===== src/rtl/s_type_encoder.sv =====
// rtl/s_type_encoder.sv - packs RV32I S-type store fields into 32-bit words behind a small FIFO
// Optional saturating statistics counters enabled by S_TYPE_ENC_STATS_EN.
module s_type_encoder #(
  parameter int FIFO_DEPTH = 4,
  parameter int CNT_W      = 16
) (
  input  logic                            clk,
  input  logic                            rst,
  input  logic                            in_valid,
  output logic                            in_ready,
  input  logic [4:0]                      in_rs1,
  input  logic [4:0]                      in_rs2,
  input  logic [2:0]                      in_func3,
  input  logic [11:0]                     in_imm,
  output logic                            out_valid,
  input  logic                            out_ready,
  output logic [31:0]                     out_instr,
  output logic [CNT_W-1:0]                out_idx,
  output logic                            err_illegal,
  output logic [$clog2(FIFO_DEPTH):0]     fifo_count
`ifdef S_TYPE_ENC_STATS_EN
  ,
  output logic [CNT_W-1:0]                stat_encoded,
  output logic [CNT_W-1:0]                stat_rejected
`endif
);

  localparam int PW = $clog2(FIFO_DEPTH);
  localparam int CW = PW + 1;
  localparam logic [CW-1:0] DEPTH_C = CW'(FIFO_DEPTH);

  logic [31:0]      instr_mem_q [FIFO_DEPTH];
  logic [CNT_W-1:0] idx_mem_q   [FIFO_DEPTH];

  logic [PW-1:0]    wr_ptr_q, wr_ptr_d;
  logic [PW-1:0]    rd_ptr_q, rd_ptr_d;
  logic [CW-1:0]    count_q,  count_d;
  logic [CNT_W-1:0] seq_q,    seq_d;
  logic             err_q,    err_d;

  logic        accept, legal, push, pop;
  logic [31:0] word;

  assign in_ready = (count_q < DEPTH_C);
  assign accept   = in_valid && in_ready;
  assign legal    = (in_func3 < 3'd3);
  assign push     = accept && legal;
  assign pop      = out_valid && out_ready;
  assign word     = {in_imm[11:5], in_rs2, in_rs1, in_func3, in_imm[4:0], 7'b0100011};

  // Outputs are masked while empty so they read zero in and after reset.
  assign out_valid   = (count_q != '0);
  assign out_instr   = out_valid ? instr_mem_q[rd_ptr_q] : '0;
  assign out_idx     = out_valid ? idx_mem_q[rd_ptr_q] : '0;
  assign err_illegal = err_q;
  assign fifo_count  = count_q;

  always_comb begin
    wr_ptr_d = wr_ptr_q;
    rd_ptr_d = rd_ptr_q;
    count_d  = count_q;
    seq_d    = seq_q;
    err_d    = accept && !legal;
    if (push) begin
      wr_ptr_d = wr_ptr_q + PW'(1);
      seq_d    = seq_q + CNT_W'(1);
    end
    if (pop) begin
      rd_ptr_d = rd_ptr_q + PW'(1);
    end
    case ({push, pop})
      2'b10:   count_d = count_q + CW'(1);
      2'b01:   count_d = count_q - CW'(1);
      default: count_d = count_q;
    endcase
  end

  always_ff @(posedge clk) begin
    if (push) begin
      instr_mem_q[wr_ptr_q] <= word;
      idx_mem_q[wr_ptr_q]   <= seq_q;
    end
  end

  always_ff @(posedge clk or posedge rst) begin
    if (rst) begin
      wr_ptr_q <= '0;
      rd_ptr_q <= '0;
      count_q  <= '0;
      seq_q    <= '0;
      err_q    <= 1'b0;
    end else begin
      wr_ptr_q <= wr_ptr_d;
      rd_ptr_q <= rd_ptr_d;
      count_q  <= count_d;
      seq_q    <= seq_d;
      err_q    <= err_d;
    end
  end

`ifdef S_TYPE_ENC_STATS_EN
  logic [CNT_W-1:0] enc_q, enc_d;
  logic [CNT_W-1:0] rej_q, rej_d;

  always_comb begin
    enc_d = enc_q;
    rej_d = rej_q;
    if (push && (enc_q != '1)) begin
      enc_d = enc_q + CNT_W'(1);
    end
    if (accept && !legal && (rej_q != '1)) begin
      rej_d = rej_q + CNT_W'(1);
    end
  end

  always_ff @(posedge clk or posedge rst) begin
    if (rst) begin
      enc_q <= '0;
      rej_q <= '0;
    end else begin
      enc_q <= enc_d;
      rej_q <= rej_d;
    end
  end

  assign stat_encoded  = enc_q;
  assign stat_rejected = rej_q;
`endif

endmodule


===== config.mk =====
export PLATFORM = sky130hd
export DESIGN_NAME = s_type_encoder
export DESIGN_NICKNAME = d
export VERILOG_FILES = /design/src/rtl/s_type_encoder.sv
export SDC_FILE = /design/constraint.sdc
export NUM_CORES = 1
export LEC_CHECK = 0
export CAP_MARGIN = 15
export CORE_ASPECT_RATIO = 0.8
export CORE_MARGIN = 4
export CORE_UTILIZATION = 56
export DETAILED_ROUTE_END_ITERATION = 6
export PLACE_DENSITY = 0.9
export SETUP_SLACK_MARGIN = 0.15
export SLEW_MARGIN = 20
export SYNTH_ARGS = -nofsm -noshare
export SYNTH_HDL_FRONTEND = slang
export SYNTH_SLANG_ARGS = --single-unit

===== constraint.sdc =====
create_clock -name clk -period 2.97 [get_ports clk]
set_input_delay 0.297 -clock clk [delete_from_list [all_inputs] [get_ports clk]]
set_output_delay 0.297 -clock clk [all_outputs]
set_load 0.1 [all_outputs]

## After elaboration in Yosys (flattened, before gate mapping)

Memory sizes are Yosys's and may differ from the RTL's.
Cells that the tools add are included.
W data, S select, Z words.

| word-level totals | value |
|---|---|
| input bits | 29 |
| output and inout bits | 54 |
| word-level logic and storage cells | 28 |
| memories | 2 |
| bits in registers | 24 |
| memory bits (writable) | 164 |
| latch bits | 0 |
| memory bits (read-only) | 0 |

Memory list:

| name | words | width | read ports | clocked after Yosys merged registers in | wr ports | line | text |
|---|---|---|---|---|---|---|---|
| instr_mem_q | 4 | 25 | 1 | 0 | 1 | 32 | `logic [31:0] instr_mem_q [FIFO_DEPTH];` |
| idx_mem_q | 4 | 16 | 1 | 0 | 1 | 33 | `logic [CNT_W-1:0] idx_mem_q [FIFO_DEPTH];` |

| operators by class | value |
|---|---|
| multiplexer cells | 5 |
| eq/ne operators | 2 |
| order comparisons | 2 |
| multiply operators | 0 |
| div/mod/pow operators | 0 |
| bitwise operators | 0 |
| reduce and logical (&&, ||, !) cells | 7 |
| shifts and indexed selects | 0 |
| add/subtract/negate cells | 5 |

Operators with widths:

| cell | number |
|---|---|
| $mux W32 | 1 |
| $add A16 B1 Y16 const B | 1 |
| $mux W16 | 1 |
| $pmux W3 S2 | 1 |
| $add A2 B1 Y2 const B | 2 |
| $logic_and A1 B1 Y1 | 4 |
| $add A3 B1 Y3 const B | 1 |
| $lt A3 B2 Y1 const B | 1 |
| $lt A3 B3 Y1 const B | 1 |
| $reduce_bool A3 Y1 | 1 |
| $sub A3 B1 Y3 const B | 1 |
| $eq A2 B1 Y1 const B | 1 |
| $eq A2 B2 Y1 const B | 1 |
| $mux W1 | 2 |
| $reduce_bool A2 Y1 | 1 |
| $logic_not A1 Y1 | 1 |

## Depth between registers and ports, before layout

Gate-level depths: netlist (run 1).

| logic depth | value |
|---|---|
| word-level depth | 5 |
| gate-level depth with buffers | 9 |
| depth with buffers taken out | 9 |

## Least setup slack after synthesis (run 1)

OpenSTA, ideal clock, no wires.

| path | value |
|---|---|
| path type | register -> output |
| start | reg count_q[0], in the netlist fifo_count[0] |
| end | out out_idx[10] |
| buffers on the path | 2 |
| cell stages (with the launch flop) | 5 |
| required time | 2.673 ns |
| setup slack | -0.585 ns |
| arrival | 3.258 ns |
| cells stage by stage | dfrtp_1 > or3_1 > clkbuf_1 > clkbuf_1 > and2_1 |

| between the ends | value |
|---|---|
| cells in the longest elaborated chain, start to end | 2 |

RTL lines:

| item | line | text |
|---|---|---|
| start, declared | 37 | `logic [CW-1:0] count_q, count_d;` |
| start signal, assigned | 95 | `count_q <= count_d;` |
| $reduce_bool A3 Y1 | 52 | `assign out_valid = (count_q != '0);` |
| named net out_valid | 15 | `output logic out_valid,` |
| $mux W16 | 54 | `assign out_idx = out_valid ? idx_mem_q[rd_ptr_q] : '0;` |
| end, declared | 18 | `output logic [CNT_W-1:0] out_idx,` |

The timed path passes the listed nets, and every way through them passes these cells.

## Worst setup path after layout (run 1)

| path | value |
|---|---|
| start | reg rd_ptr_q[0] |
| end | out out_instr[14] |

| between the ends | value |
|---|---|
| cells in the longest elaborated chain, start to end | 2 |

RTL lines:

| item | line | text |
|---|---|---|
| start, declared | 36 | `logic [PW-1:0] rd_ptr_q, rd_ptr_d;` |
| start signal, assigned | 94 | `rd_ptr_q <= rd_ptr_d;` |
| $mem_v2 Z4 W25 | - |  |
| $mux W32 | 53 | `assign out_instr = out_valid ? instr_mem_q[rd_ptr_q] : '0;` |
| end, declared | 17 | `output logic [31:0] out_instr,` |

Every way passes these cells.

==> metrics.md, run 1 <==
| Metric | Value |
|---|---|
| Ant diodes | 0 |
| Ys flop type | edfxtp_1 |
| Cells after synthesis | 371 |
| Syn Area/Cell | roughly 20 um2 |
| Worst setup path category | register to output pin |
| Final period utilization | 0.883 |
| HP Class | input port to asynchronous set/reset pin |
| Post-route ant nets | 0 |
| Clock Latency Late Sink | 0.43 ns |
| Final core utilization | 0.730 |
| Post-synthesis sequential area ratio | 0.743 |
| CP cell instances | buf_12, mux4_2, and2_1, buf_12 |
| Min cycle time layout | between 2 and 3 ns |
| Post-CTS Setup Bufs | 0 |
| # Max-Cap Violations | 0 |
| Most common cell after layout, fill and taps aside | edfxtp_1 |
| Post-synth EDFFs | 164 |
| Die Ht | 111 um |
| Final hold slack | approximately 0.27 ns |
| Core area | 12900 um2 |
| Setup Skew | 0.00924 ns |
| Final worst setup slack | approximately 0.35 ns |
| H-tree Lvls | 4 |
| Hold Violations, Final | 0 |
| Initial antenna violation count | 0 |
| Commonest cells after routing, fill and taps aside | 164 x edfxtp_1, 51 x buf_12, 41 x mux4_2 |
| Number of library cell types mapped by synthesis | 34 |
| Ys async rst share | 0.128 |
| Max-slew headroom | 0.348 |
| Reg clk slew, reported paths | 0.06 ns |
| Max Fclk | about 0.38 GHz |
| Vias in the first global route | ~4.0k |
| Vias after detailed routing | roughly 3.7k |
| Initial DRC count | 297 |
| Crit path required time | 2.67 ns |
| Clock root cell | clkbuf_16 |
| Most frequent CP cell | buf_12 |
| Type of origin of the critical path | register |
| Fill cell count | a little under 700 |
| Actual slew at the worst max-slew pin | around 0.97 ns |
| Share of cells above drive strength 1 | 0.307 |
| Die Area | 15200 um2 |
| WL/cell | 24.5 um |
| Worst Path Max Fanout | 29 |
| HPWL after detailed placement | approximately 9100 um |
| Post-synthesis register bit count | 188 |
| Bufs and invs on worst path | 2 |
| CP max-delay cell | dfrtp_4 |
| Synthesis Warnings | 0 |
| Grt total ovfl | 0 |
| First-pass GRT wire length | between 20000 and 25000 um |
| DRT Pass-1 Iters | 5 |
| Critical Path Sink Type | output pin |
| Die Wd | 137 um |
| Cell family with most CP delay | flip-flops |
| Synth-to-Final Area Change | 26.7% |
| Number of setup violations in the final report | 0 |
| Syn Std Cell Area | approximately 7400 um2 |
| RSZ-0062 raised after global routing | false |
| Core Rows | 37 |
| Largest net degree at the start of global routing | 46 |
| Drt total wl | between 15000 and 20000 um |
| Nets | 492 |
| DRC | 0 |
| Dpl ws | 0.358 ns |
| Total GRT Usage | 0.227 |
| Final Max Slew Viols | 0 |
| CP arrival | 2.33 ns |
| Via/cell ratio | 5.80 |
| GPL Wtd Cong | 0.740 |
| CTS sink cnt | 188 |
| CTS buffer count | 17 |
| PortBufs | slightly below 80 |
| Final setup TNS | 0 ns |
| IO Pins | 83 |
| Starting Density | 0.576 |
| CP peak stage delay | roughly 0.63 ns |
| CTS tree | yes |
| Max Root-Sink Buffers | 2 |
| Status | finished, final reports clean |
-- flip-flops by register name (all words and copies together), names as in the netlist --
| signal | cells |
|---|---|
| idx_mem_q | 64 |
| rd_ptr_q | 2 |
| instr_mem_q | 100 |
| seq_q | 16 |
| wr_ptr_q | 2 |
| fifo_count | 3 |
| err_illegal | 1 |
-- path summary, 6_finish.rpt --
path	from	endpoint	slack, ns	depth (start not counted)
max	rd_ptr_q[0]	out_instr[14]	0.35	4
min reg2reg	fifo_count[0]	fifo_count[0]	0.53	1
max in group asynchronous	rst	rd_ptr_q[0]	2.17	2
max reg2reg	fifo_count[2]	fifo_count[2]	0.95	9
min in group clk	in_imm[9]	instr_mem_q[2][22]	0.51	1
min	rst	fifo_count[1]	0.27	2
-- cell usage after synthesis, types with 6 or more instances --
cell type    n  area [um2]
xor2_1       7        61.3
nand2_1     11        41.3
inv_1        8        30.0
xnor2_1     14         123
clkbuf_1     8        30.0
buf_4        7        52.6
ha_1         6        75.1
dfrtp_1     24         601
mux4_2      41         923
and2_1      42         263
edfxtp_1   164        4920
-- layer usage --
| layer | wire [um] | vias to the layer above | GRT usage |
|---|---|---|---|
| li1 | - | 1603 | - |
| met1 | 6040 | 1937 | 0.294 |
| met2 | 8270 | 163 | 0.370 |
| met3 | 989 | 34 | 0.0653 |
| met4 | 476 | 0 | 0.0818 |
| met5 | 0 | - | 0 |
-- layout make-up --
cell class              count  area (um2)  area share
flip-flops and latches    188        5530       0.587
multi-input cells         155        1770       0.187
repair buffers             85        1350       0.143
clock buffers              23         458      0.0486
well taps                 175         219      0.0232
clock inverters             9        72.6     0.00770
inverters                   9        33.8     0.00358
-- metrics by stage --
stage	cell area, um2	std cells
2_1_floorplan	7460	374
3_3_place_gp	8890	612
3_5_place_dp	8890	612
4_1_cts	9420	644
5_1_grt	9430	644
6_report	9430	644
-- kinds of logic (layout without fill, tap and decap cells) --
family          count (synthesis)  in the layout  synth area share
other cells                     1              4          0.000504
mux                            42             42             0.125
xor+xnor                       21             21            0.0247
buf+inv                        31            126            0.0237
compound gates                  3              3           0.00235
flops                         188            188             0.743
simple gates                   78             78            0.0679
fa+ha+maj                       7              7            0.0128
-- repair_timing --
action | 4_1_cts | 5_1_grt
hold buffers | 0 | 0
setup endpoints to repair | 0 | 28
resized for setup | 0 | 1
Power of run 1 is not shown: default switching activity piles up to over one toggle a cycle in this logic, so the estimate is an artifact.
==> inputs of run 2 (changes only) <==
--- a/config.mk
+++ b/config.mk
@@ -10,9 +10,9 @@
 export CORE_MARGIN = 4
 export CORE_UTILIZATION = 56
 export DETAILED_ROUTE_END_ITERATION = 6
+export GPL_ROUTABILITY_DRIVEN = 0
 export PLACE_DENSITY = 0.9
 export SETUP_SLACK_MARGIN = 0.15
-export SLEW_MARGIN = 20
 export SYNTH_ARGS = -nofsm -noshare
 export SYNTH_HDL_FRONTEND = slang
 export SYNTH_SLANG_ARGS = --single-unit
==> metrics.md, run 2 (synthesis results as in run 1) <==
| Metric | Value |
|---|---|
| First-pass GRT wire length | 24900 um |
| Final hold slack | 0.423 ns |
| Drt total wl | 15700 um |
| Crit path required time | 2.67 ns |
| Cell family with most CP delay | flip-flops |
| DRC | 0 |
| Commonest cells after routing, fill and taps aside | 164 x edfxtp_1, 51 x buf_12, 41 x mux4_2 |
| Nets | 492 |
| DRT Pass-1 Iters | 5 |
| Hold Violations, Final | 0 |
| Via/cell ratio | 5.83 |
| Setup Skew | 0.00713 ns |
| Min cycle time layout | 2.62 ns |
| Bufs and invs on worst path | 2 |
| Final setup TNS | 0 ns |
| Max-slew headroom | 0.300 |
| HP Class | input port to asynchronous set/reset pin |
| Vias after detailed routing | 3757 |
| Actual slew at the worst max-slew pin | 1.05 ns |
| IO Pins | 83 |
| Reg with most FFs | instr_mem_q |
| Worst setup path category | register to output pin |
| Critical Path Sink Type | output pin |
| RSZ-0062 raised after global routing | false |
| Post-route ant nets | 0 |
| Post-CTS Hold Fix Bufs | 0 |
| Die Ht | 111 um |
| Max Root-Sink Buffers | 2 |
| Reg clk slew, reported paths | 0.06 ns |
| Number of setup violations in the final report | 0 |
| Share of cells above drive strength 1 | 0.307 |
| Dpl ws | 0.358 ns |
| CTS tree | yes |
| Core area | 12900 um2 |
| Top flop regs | instr_mem_q (100), idx_mem_q (64), seq_q (16) |
| HPWL after detailed placement | slightly above 9000 um |
| WL/cell | 24.4 um |
| Type of origin of the critical path | register |
| Status | finished, final reports clean |
| Most frequent CP cell | buf_12 |
| Largest net degree at the start of global routing | 46 |
| Final Max Slew Viols | 0 |
| Final period utilization | 0.881 |
| CP max-delay cell | dfrtp_4 |
| Post-CTS Setup Bufs | 0 |
| CP peak stage delay | 0.63 ns |
| Max Fclk | ~0.38 GHz |
| CP arrival | 2.32 ns |
| Total GRT Usage | 0.227 |
| Initial antenna violation count | 0 |
| Ant diodes | 0 |
| Synth-to-Final Area Change | 26.7% |
| Grt total ovfl | 0 |
| Clock root cell | clkbuf_16 |
| CP cell instances | buf_12, mux4_2, and2_1, buf_12 |
| Worst Path Max Fanout | 29 |
| Die Area | 15200 um2 |
| PortBufs | around 80 |
| Largest register FFs | 100 |
| Core Rows | 37 |
| Initial DRC count | 292 |
| Starting Density | 0.576 |
| Die Wd | 137 um |
| # Max-Cap Violations | 0 |
| Clock Latency Late Sink | 0.43 ns |
| CTS sink cnt | ~190 |
| CTS buffer count | 17 |
| Vias in the first global route | 4048 |
| H-tree Lvls | 4 |
| Most common cell after layout, fill and taps aside | edfxtp_1 |
| Final worst setup slack | 0.354 ns |
[run 2: metal layers]
| metal | vias up | GRT usage | share of wire | wire, um |
|---|---|---|---|---|
| li1 | 1607 | - | - | - |
| met1 | 1942 | 0.294 | 0.38 | 5950 |
| met2 | 176 | 0.370 | 0.53 | 8300 |
| met3 | 32 | 0.0653 | 0.066 | 1040 |
| met4 | 0 | 0.0818 | 0.028 | 438 |
| met5 | - | 0 | 0 | 0 |
[run 2: stage by stage]
step	cell area, um2	instances	util
after global routing	9430	644	0.730
after detailed placement	8890	612	0.689
after floorplan	7460	374	-
final	9430	644	0.730
after CTS	9420	644	0.730
after global placement	8890	612	0.689
[run 2: path summary, 6_finish.rpt]
kind	start	to	slack (ns)	depth (start not counted)
setup / recovery	rd_ptr_q[0]	out_instr[14]	0.35	4
min in group clk	in_imm[9]	instr_mem_q[2][22]	0.51	1
setup reg to reg	fifo_count[2]	fifo_count[2]	0.95	9
hold / removal	rst	fifo_count[1]	0.42	2
hold reg to reg	fifo_count[0]	fifo_count[0]	0.53	1
max in group asynchronous	rst	rd_ptr_q[0]	1.78	2
[run 2: area by class of cell]
cell class              count  area, um2
clock buffers              23        458
clock inverters             9       72.6
fillers                   679       3490
inverters                   9       33.8
multi-input cells         155       1770
flip-flops and latches    188       5530
well taps                 175        219
repair buffers             85       1350
[run 2: repair_timing]
item | CTS | global route
hold endpoints to repair | 0 | 0
endpoints found under the setup margin | 0 | 28
gates resized for setup | 0 | 1
Power of run 2 is left out for the same reason.
==> inputs of run 3 (changes only) <==
==> constraint.sdc (replaced) <==
create_clock -name clk -period 2.7 [get_ports clk]
set_input_delay 0.27 -clock clk [delete_from_list [all_inputs] [get_ports clk]]
set_output_delay 0.27 -clock clk [all_outputs]
set_load 0.1 [all_outputs]
==> metrics.md, run 3 (synthesis results as in run 1) <==
| Metric | Value |
|---|---|
| Post-CTS Hold Fix Bufs | 0 |
| Top flop regs | instr_mem_q (100), idx_mem_q (64), seq_q (16) |
| Commonest cells after routing, fill and taps aside | 164 x edfxtp_1, 52 x buf_12, 41 x mux4_2 |
| CTS sink cnt | between 150 and 200 |
| WL/cell | 23.7 um |
| Cell family with most CP delay | multiplexers |
| CTS buffer count | 17 |
| Register-to-register setup slack | about 0.67 ns |
| CP arrival | 2.06 ns |
| Ant diodes | 0 |
| Worst setup path category | register to output pin |
| Crit Reg-Reg Startpoint | fifo_count[0] |
| Most frequent CP cell | buf_12 |
| Critical Path Sink Type | output pin |
| Clock Latency Late Sink | 0.43 ns |
| H-tree Lvls | 4 |
| Bufs and invs on worst path | 2 |
| Reg with most FFs | instr_mem_q |
| Clock root cell | clkbuf_16 |
| Type of origin of the critical path | register |
| Vias after detailed routing | 3775 |
| CTS tree | yes |
| Reg2Reg Depth | 6 |
| Vias in the first global route | 4035 |
| First-pass GRT wire length | about 24000 um |
| Synth-to-Final Area Change | 29.6% |
| Starting Density | 0.576 |
| Total GRT Usage | 0.217 |
| Final Max Slew Viols | 0 |
| Hold Violations, Final | 0 |
| Die Ht | ~110 um |
| RSZ-0062 raised after global routing | false |
| Share of cells above drive strength 1 | 0.340 |
| CP peak stage delay | 0.55 ns |
| Setup Skew | 0.0117 ns |
| Reg clk slew, reported paths | 0.06 ns |
| Nets | 502 |
| Most common cell after layout, fill and taps aside | edfxtp_1 |
| CP cell instances | buf_12, mux4_2, and2_1, buf_12 |
| HPWL after detailed placement | 9430 um |
| Die Wd | 137 um |
| Post-route ant nets | 0 |
| Largest net degree at the start of global routing | 46 |
| Largest register FFs | 100 |
| Initial DRC count | about 340 |
| Initial antenna violation count | 0 |
| Actual slew at the worst max-slew pin | 0.513 ns |
| Drt total wl | between 15000 and 20000 um |
| Core Rows | 37 |
| Status | finished, final reports clean |
| Worst R2R End | fifo_count[1] |
| Final period utilization | 0.864 |
| Crit path required time | 2.43 ns |
| DRC | 0 |
| Min cycle time layout | ~2.3 ns |
| Design Area, Final | 9650 um2 |
| CP max-delay cell | mux4_2 |
| DP Area | 8970 um2 |
| Core area | 12900 um2 |
| Max Fclk | 0.429 GHz |
| Via/cell ratio | 5.77 |
| IO Pins | 83 |
| DRT Pass-1 Iters | 4 |
| Final setup TNS | 0 ns |
| # Max-Cap Violations | 0 |
| PortBufs | 78 |
| Max Root-Sink Buffers | 2 |
| WP depth | 4 |
| Die Area | between 15000 and 20000 um2 |
| HP Class | input port to asynchronous set/reset pin |
| Number of setup violations in the final report | 0 |
| Max-slew headroom | 0.658 |
| Grt total ovfl | 0 |
| Worst Path Max Fanout | 23 |
run 3: metal layers:
| layer | wire length [um] | part of all wire | track usage |
|---|---|---|---|
| met4 | 239 | 0.015 | 0.0645 |
| met2 | 8280 | 0.53 | 0.366 |
| met1 | 5960 | 0.38 | 0.280 |
| met3 | 1010 | 0.065 | 0.0576 |
| met5 | 0 | 0 | 0 |
run 3: cell type report:
type | count | area [um2]
inverter | 9 | 33.8
timing repair buffer | 95 | 1430
clock inverter | 13 | 215
multi-input combinational | 155 | 1770
clock buffer | 19 | 443
fill | 651 | 3270
tap | 175 | 219
sequential | 188 | 5530
run 3: timing repair:
action                     4_1_cts  5_1_grt
resized for setup                1        0
setup buffers                    2        0
setup endpoints to repair       29        0
run 3: worst reg2reg max path, cell delays in order, from the launching register on:
cell and delay (ns):
dfrtp_2 0.43, or3_1 0.40, and2_1 0.23, ha_1 0.23
inv_1 0.08, fa_1 0.41, mux2i_1 0.17
run 3: stage by stage:
step	cells	hold WS, ns	worst slack, ns	utilization
after floorplan	374	0.284	0.237	-
after global placement	620	0.492	0.289	0.694
after detailed placement	620	0.496	0.168	0.694
after CTS	654	0.198	0.338	0.747
after global routing	654	0.227	0.286	0.747
final	654	0.200	0.367	0.747
run 3: how the worst max path moves through the flow:
stage | from | endpoint | slack, ns
6_report | rd_ptr_q[0] | out_instr[10] | 0.37
3_5_place_dp | in_func3[2] | fifo_count[2] | 0.17
4_1_cts | rd_ptr_q[0] | out_instr[13] | 0.34
2_1_floorplan | fifo_count[0] | out_idx[10] | 0.24
5_1_grt | rd_ptr_q[0] | out_instr[31] | 0.29
3_3_place_gp | in_func3[2] | fifo_count[2] | 0.29
Power of run 3 is left out for the same reason.
